<file path="config.mk">
export PLATFORM = sky130hd
export DESIGN_NAME = regfile_sb
export DESIGN_NICKNAME = d
export VERILOG_FILES = /design/src/rtl/regfile_sb.sv
export SDC_FILE = /design/constraint.sdc
export NUM_CORES = 2
export LEC_CHECK = 0
export BUFFER_PORTS_ARGS = -buffer_cell sky130_fd_sc_hd__buf_2
export CORE_UTILIZATION = 40
export CTS_BUF_LIST = sky130_fd_sc_hd__clkbuf_16
export DETAILED_ROUTE_END_ITERATION = 8
export PLACE_DENSITY = 0.61
export RECOVER_POWER = 25
export SLEW_MARGIN = 25
export SYNTH_ARGS = -nofsm -noshare
export SYNTH_HDL_FRONTEND = slang
export SYNTH_SLANG_ARGS = --single-unit
</file>
<file path="constraint.sdc">
create_clock -name clk -period 4.3 [get_ports clk]
set_clock_uncertainty 0.15 [all_clocks]
set_input_delay 0.215 -clock clk [delete_from_list [all_inputs] [get_ports clk]]
set_output_delay 0.215 -clock clk [all_outputs]
set_load 0.01 [all_outputs]
</file>
<file path="src/rtl/regfile_sb.sv">
// Multi-read, dual-write register file with a per-register pending (scoreboard) bit and a live pending count.
// Define REGFILE_BYPASS_EN to forward same-cycle write data and post-edge busy state to the read ports.
module regfile_sb #(
    parameter int WIDTH = 16,
    parameter int DEPTH = 64,
    parameter int NRD   = 2,
    localparam int AW   = $clog2(DEPTH)
) (
    input  logic                 clk,
    input  logic                 rst,
    input  logic                 we_1,
    input  logic                 we_2,
    input  logic [AW-1:0]        write_reg1,
    input  logic [AW-1:0]        write_reg2,
    input  logic [WIDTH-1:0]     write_reg1_data,
    input  logic [WIDTH-1:0]     write_reg2_data,
    input  logic                 rsv_en,
    input  logic [AW-1:0]        rsv_reg,
    input  logic [NRD*AW-1:0]    read_reg,
    output logic [NRD*WIDTH-1:0] read_out,
    output logic [NRD-1:0]       read_busy,
    output logic [AW:0]          busy_cnt
);

    logic [WIDTH-1:0] mem [DEPTH];
    logic [DEPTH-1:0] busy;
    logic [DEPTH-1:0] busy_next;

    logic wr1_ok;
    logic wr2_ok;
    logic rsv_ok;
    logic cnt_inc;
    logic cnt_dec1;
    logic cnt_dec2;

    // Register 0 is hardwired to zero and addresses past DEPTH do not exist.
    function automatic logic addr_ok(input logic [AW-1:0] a);
        return (a != '0) && (int'(a) < DEPTH);
    endfunction

    assign wr1_ok = we_1 && addr_ok(write_reg1);
    assign wr2_ok = we_2 && addr_ok(write_reg2);
    assign rsv_ok = rsv_en && addr_ok(rsv_reg);

    // Writes retire a pending register; a coincident reservation is applied last so it wins.
    always_comb begin
        busy_next = busy;
        if (wr1_ok) busy_next[write_reg1] = 1'b0;
        if (wr2_ok) busy_next[write_reg2] = 1'b0;
        if (rsv_ok) busy_next[rsv_reg] = 1'b1;
    end

    // Count only real transitions: each distinct register that goes busy or goes free.
    always_comb begin
        cnt_inc  = rsv_ok && !busy[rsv_reg];
        cnt_dec1 = wr1_ok && busy[write_reg1] && !(rsv_ok && rsv_reg == write_reg1);
        cnt_dec2 = wr2_ok && busy[write_reg2] && !(rsv_ok && rsv_reg == write_reg2)
                   && !(wr1_ok && write_reg1 == write_reg2);
    end

    always_ff @(posedge clk) begin
        if (rst) begin
            for (int i = 0; i < DEPTH; i++) begin
                mem[i] <= '0;
            end
            busy     <= '0;
            busy_cnt <= '0;
        end else begin
            if (wr1_ok) mem[write_reg1] <= write_reg1_data;
            // Port 2 is assigned last so it takes precedence on a shared address.
            if (wr2_ok) mem[write_reg2] <= write_reg2_data;
            busy     <= busy_next;
            busy_cnt <= busy_cnt + {{AW{1'b0}}, cnt_inc}
                                 - {{AW{1'b0}}, cnt_dec1}
                                 - {{AW{1'b0}}, cnt_dec2};
        end
    end

    for (genvar k = 0; k < NRD; k++) begin : g_read
        logic [AW-1:0] ra;
        logic          ra_ok;

        assign ra    = read_reg[k*AW +: AW];
        assign ra_ok = addr_ok(ra);

`ifdef REGFILE_BYPASS_EN
        assign read_out[k*WIDTH +: WIDTH] =
            !ra_ok                           ? '0              :
            (wr2_ok && write_reg2 == ra)     ? write_reg2_data :
            (wr1_ok && write_reg1 == ra)     ? write_reg1_data :
                                               mem[ra];
        assign read_busy[k] = ra_ok && busy_next[ra];
`else
        assign read_out[k*WIDTH +: WIDTH] = ra_ok ? mem[ra] : '0;
        assign read_busy[k] = ra_ok && busy[ra];
`endif
    end

endmodule

</file>
======== After elaboration in Yosys (flattened, before gate mapping) ========
Memories as Yosys holds them, arrays and structs flattened.
Index checks and enable logic that the tools add are counted.
word-level totals
  latch bits .............................. 0
  RAM bits ................................ 1024
  input bits .............................. 67
  memories kept ........................... 1
  output and inout bits ................... 41
  bits in read-only memories .............. 0
  bits in registers ....................... 71
operators by class
  equal/unequal tests ..................... 3
  $mul .................................... 0
  bitwise gates (word level) .............. 5
  reductions and logical operators ........ 28
  divide/modulo/power cells ............... 0
  shifts and indexed selects .............. 0
  order comparisons ....................... 8
  add/sub/neg operators ................... 3
  muxes and demuxes ....................... 35
memories
  memory  depth  bits a word  read ports  clocked after memory_dff  write ports  RTL line  source
  mem     64     16           2           0                         64           25        logic [WIDTH-1:0] mem [DEPTH];
operator list
  cell                  number
  $mux W64              3
  $and A64 B64 Y64      2
  $not A64 Y64          2
  $mux W16              4
  $or A64 B64 Y64       1
  $lt A6 B7 Y1 const B  5
  $reduce_or A16 Y1     2
  $bmux W1 S6           5
  $reduce_bool A6 Y1    5
  $demux W1 S6          3
  $eq A6 B6 Y1          3
  $ge A6 B1 Y1 const B  3
  $mux W1               18
  $logic_and A1 B1 Y1   17
  $sub A7 B1 Y7         2
  $mux W6               2
  $add A7 B1 Y7         1
  $logic_not A1 Y1      4

======== Depth between registers and ports, before layout ========
  depth in word-level cells ............... 11
  gate-level depth with buffers ........... 20
  gate-level depth less buffers ........... 17

======== Worst setup path after synthesis ========
Ideal clock, no wire load.
  kind .................................... in2reg
  start ................................... input port write_reg2[2]
  end ..................................... register busy_cnt[5]
  path slack .............................. 556 ps
  setup time .............................. 128 ps
  stages .................................. 19
  data arrival time ....................... 3466 ps
  cell sequence ........................... buf_2 > buf_1 > mux2_2 > a221oi_1 > o22ai_1 > a22oi_1 > o221a_2 > a21oi_1 > fa_1 > inv_1 > ha_1 > ha_1 > inv_1 > fa_1 > inv_1 > a21o_1 > a21oi_1 > xor2_1 > nor2_1
on the way
  word-level cells in the longest chain between the ends .. 6
  elaborated cells between the ends (all ways) .. 14
  classes of those cells .................. 1 x add/sub; 2 x eq/ne; 2 x mux; 9 x reduce/logical
ends and longest elaborated chain
  element                                                  RTL line  source
  from (decl)                                              14        input logic [AW-1:0] write_reg2,
  $bmux W1 S6 (tied with other cells)                      57        cnt_dec2 = wr2_ok && busy[write_reg2] && !(rsv_ok && rsv_reg == write_reg2)
  $mux W1 (implied by the code) (tied with other cells)    57
  $logic_and A1 B1 Y1 or $logic_not A1 Y1 (tied branches)  57
  $logic_and A1 B1 Y1                                      57
  $logic_and A1 B1 Y1 *                                    58        && !(wr1_ok && write_reg1 == write_reg2);
  $sub A7 B1 Y7 *                                          75        - {{AW{1'b0}}, cnt_dec2};
  to (signal assigned)                                     73        busy_cnt <= busy_cnt + {{AW{1'b0}}, cnt_inc}
  to (decl)                                                22        output logic [AW:0] busy_cnt
Mark *: on every way between the ends. The rest lies on a longest branch, timed or not. The select of a mux whose other input is x is not followed.
A chain may end at the register's enable or synchronous reset.

======== Worst setup path after layout ========
  start ................................... register busy[55]
  end ..................................... output port read_busy[0]
on the way
  word-level cells in the longest chain between the ends .. 3
ends and longest elaborated chain
  element                        RTL line  source
  from (decl)                    26        logic [DEPTH-1:0] busy;
  from (signal assigned)         72        busy <= busy_next;
  $bmux W1 S6                    95        assign read_busy[k] = ra_ok && busy[ra];
  $mux W1 (implied by the code)  95
  $logic_and A1 B1 Y1            95
  to (decl)                      21        output logic [NRD-1:0] read_busy,
Every way passes these cells. The select of a mux whose other input is x is not followed.

==> run_results.csv <==
group,metric,value,unit
critical_path,critical_path_arrival,3.64,ns
logic_synthesis,synth-edff-count,1024,
power_and_ir_drop,p_leak,25.0,nW
logic_synthesis,count_leader_synth,"sky130_fd_sc_hd__edfxtp_1",
power_and_ir_drop,power.share.clock,39.5,%
clock_network,cts_num_sinks,1095,
logic_synthesis,netlist_area,65800,µm²
route,antenna_violating_nets_post_route,0,
logic_synthesis,synth-warning-count,0,
floorplanning,dieWidth,408,µm
critical_path,cp.required,3.93,ns
job,max_cap_viol_count,17,
power_and_ir_drop,net-switching-power,7.72,mW
sta,hold_viol,0,
logic_synthesis,synth_common_cells,"sky130_fd_sc_hd__edfxtp_1, sky130_fd_sc_hd__a22o_1, sky130_fd_sc_hd__mux4_2",
sta,finalWorstPathRequiredPeriod,4.00,ns
critical_path,critPathMaxFanout,5,
logic_synthesis,synth_largest_type_area_fraction,46.7,%
critical_path,crit_chain,"buf_4 > mux4_2 > a22o_1 > a221oi_1 > o22ai_1 > a211o_1 > buf_2",
logic_synthesis,synth_largest_area_cell,"sky130_fd_sc_hd__edfxtp_1",
clock_network,cts-htree-levels,4,
clock_network,clock_tree.buffer_depth,3,
critical_path,worstSetupEndpointType,"output pin",
place,place.port_buffers,107,
logic_synthesis,ys_top_cells_by_area,"sky130_fd_sc_hd__edfxtp_1, sky130_fd_sc_hd__mux4_2, sky130_fd_sc_hd__a22o_1, sky130_fd_sc_hd__dfxtp_1, sky130_fd_sc_hd__clkbuf_1",
power_and_ir_drop,vdd_ir_drop_max,0.000377,V
layout,final_layout_size_suffix_gt1_share,29.5,%
critical_path,startpoint_to_endpoint_class_of_the_critical_path,"flip-flop to output pin",
layout,design_area,74000,µm²
grt,gr-total-overflow,0,
logic_synthesis,synth-seq-cells,1095,
logic_synthesis,asyncSetResetFlopFracSynth,0,%
route,vias_per_cell,7.27,
power_and_ir_drop,power_density,377,nW/µm²
sta,drv_slew,279,
clock_network,tritoncts,"built",
sta,slew-limit-headroom,-45.6,%
logic_synthesis,netlist-cell-type-count,79,
critical_path,timing.critical_path.max_delay_family,"compound AO/OA/AOI/OAI gates",
sta,worst_pin_slew,2.18,ns
floorplanning,coreArea,163000,µm²
power_and_ir_drop,seq_power_share,45.0,%
floorplanning,initial_core_util,40.4,%
clock_network,cts.repair.resized,0,
logic_synthesis,post_synth_inst_count,4571,
logic_synthesis,avgSynthCellArea,14.4,µm²
route,dr.first_iter.drc_count,8110,
layout,nNetsFinal,4714,
route,detail_route.wirelength,276000,µm
place,post_dp_cell_area,69800,µm²
route,first_pass_iters,6,
clock_network,clk_pin_slew,0.06,ns
floorplanning,die_area,166000,µm²
min_path,min-delay-path-class,"primary input to flip-flop",
clock_network,worstSkewPairLatency,0.79,ns
grt,antenna_found_initial,11,
grt,largest_net_degree_at_the_start_of_global_routing,69,
grt,grt.total_usage,32.6,%
sta,final.setup.tns,0,ns
clock_network,cts-buffers-inserted,130,
floorplanning,placement_rows,148,
power_and_ir_drop,p_comb_share,15.4,%
place,dpl.hpwl,185000,µm
logic_synthesis,synth_sequential_area_ratio,48.9,%
sta,f_max,250,MHz
floorplanning,io-pin-count,108,
critical_path,worstPathBufferInverterCount,2,
sta,hold-worst-slack,0.0379,ns
sta,min_period_over_period,93.1,%
power_and_ir_drop,netSwitchingFraction,27.7,%
grt,vias_in_the_first_global_route,48800,
status,failed_checks,"max-capacitance violations, max-slew violations",
logic_synthesis,synth_flop_cell,"sky130_fd_sc_hd__edfxtp_1",
floorplanning,die_h,408,µm
route,total_via_count_after_detailed_routing,50300,
critical_path,critical_path.max_stage_delay,0.79,ns
critical_path,critical-path-slowest-cell,"sky130_fd_sc_hd__a221oi_1",
sta,setup_viol_count_final,0,
power_and_ir_drop,cell_internal_pwr,20.2,mW
layout,area.growth.synth_to_final,12.4,%
clock_network,buffer_type_at_the_clock_tree_root,"sky130_fd_sc_hd__clkbuf_16",
status,run_status,"finished, violations left",
grt,grt_first_pass_wirelength,385000,µm
critical_path,critPathLaunchType,"flip-flop",
route,drc_errors,0,
route,wl_per_cell,39.9,µm
place,gp_congestion,0.978,
sta,rsz0062_at_grt,"no",
[power by group through the flow]
stage | clock, mW | sequential, mW | combinational [mW]
after floorplan | 0 | 12.7 | 2.53
after global placement | 0 | 12.7 | 4.16
after detailed placement | 0 | 12.8 | 4.17
after CTS | 11.1 | 12.6 | 4.19
after global routing | 11.4 | 12.6 | 4.38
final | 11.0 | 12.6 | 4.30
[layer usage]
metal	vias to the layer above	global-route usage, %	wire length [µm]	share of wire [%]
li1	19300	-	-	-
met1	25800	40.9	94800	34
met2	4122	50.4	125000	45
met3	960	9.25	36800	13
met4	10	19.1	19400	7.0
met5	-	0	75	0.027
[path summary, 6_finish.rpt]
path / start / end / slack [ns] / cells after the start
max: busy[55]$_SDFF_PP0_ / read_busy[0] / 0.30 / 7
min: write_reg2_data[12] / mem[15][12]$_DFFE_PP_ / 0.04 / 2
max reg2reg: busy[63]$_SDFF_PP0_ / busy_cnt[5]$_SDFF_PP0_ / 0.39 / 17
min reg2reg: busy[48]$_SDFF_PP0_ / busy[48]$_SDFF_PP0_ / 0.36 / 2
[sequential cells by signal (all words and copies together), names as in the netlist]
register / count
busy: 64
busy_cnt: 7
mem: 1024
[what timing repair did]
| action | in CTS | in global routing |
|---|---|---|
| buffers inserted | 0 | 0 |
| hold buffers | 20 | 0 |
| endpoints found under the hold margin | 139 | 0 |
[cells by family after synthesis]
family                     after synthesis  share of synthesized area [%]
AOI/OAI and AO/OA                     1411                           17.8
adders and majority gates                9                          0.194
buffers and inverters                  684                           4.91
muxes                                  726                           22.9
other                                    1                        0.00570
and+or+nand+nor                        622                           5.03
DFF                                   1095                           48.9
xor gates and xnor gates                23                          0.306
[cell type report]
cell class                 count  area (µm²)
tap                         2175        2720
antenna                        4        10.0
clock buffer                 135        3380
inverter                      58         218
fill                       14400       89000
clock inverter                97         785
sequential                  1095       32200
multi-input combinational   2807       30600
timing repair buffer         546        4040
[cell usage in the layout (no fill, tap or decap), types with 28 or more instances in the layout]
master	Yosys	layout
sky130_fd_sc_hd__o22ai_1	72	72
sky130_fd_sc_hd__nand2_1	101	102
sky130_fd_sc_hd__nand3_1	37	41
sky130_fd_sc_hd__nor2b_1	41	41
sky130_fd_sc_hd__clkbuf_1	315	58
sky130_fd_sc_hd__dfxtp_1	71	71
sky130_fd_sc_hd__edfxtp_1	1024	1024
sky130_fd_sc_hd__a211o_1	45	45
sky130_fd_sc_hd__a22o_1	1021	1021
sky130_fd_sc_hd__nand2b_1	49	49
sky130_fd_sc_hd__a221oi_1	31	30
sky130_fd_sc_hd__a21oi_1	70	70
sky130_fd_sc_hd__clkinv_1	1	28
sky130_fd_sc_hd__clkbuf_16	0	135
sky130_fd_sc_hd__mux4_2	619	619
sky130_fd_sc_hd__buf_2	175	82
sky130_fd_sc_hd__a22oi_1	45	45
sky130_fd_sc_hd__inv_1	57	81
sky130_fd_sc_hd__nor3_2	44	47
sky130_fd_sc_hd__buf_4	51	356
sky130_fd_sc_hd__mux2i_1	81	81
sky130_fd_sc_hd__o21ai_0	39	39
sky130_fd_sc_hd__nor2_1	192	191
[through the flow]
stage                     instances  setup slack, ns  util (%)  total power [mW]
final                          6917            0.298      45.4              27.9
after global routing           6913            0.140      45.4              28.5
after CTS                      6912            0.298      45.5              27.8
after detailed placement       6660            0.181      42.8              17.0
after global placement         6660            0.147      42.8              16.9
after floorplan                4586            0.556         -              15.2
Power figures use the tool's default switching activity.
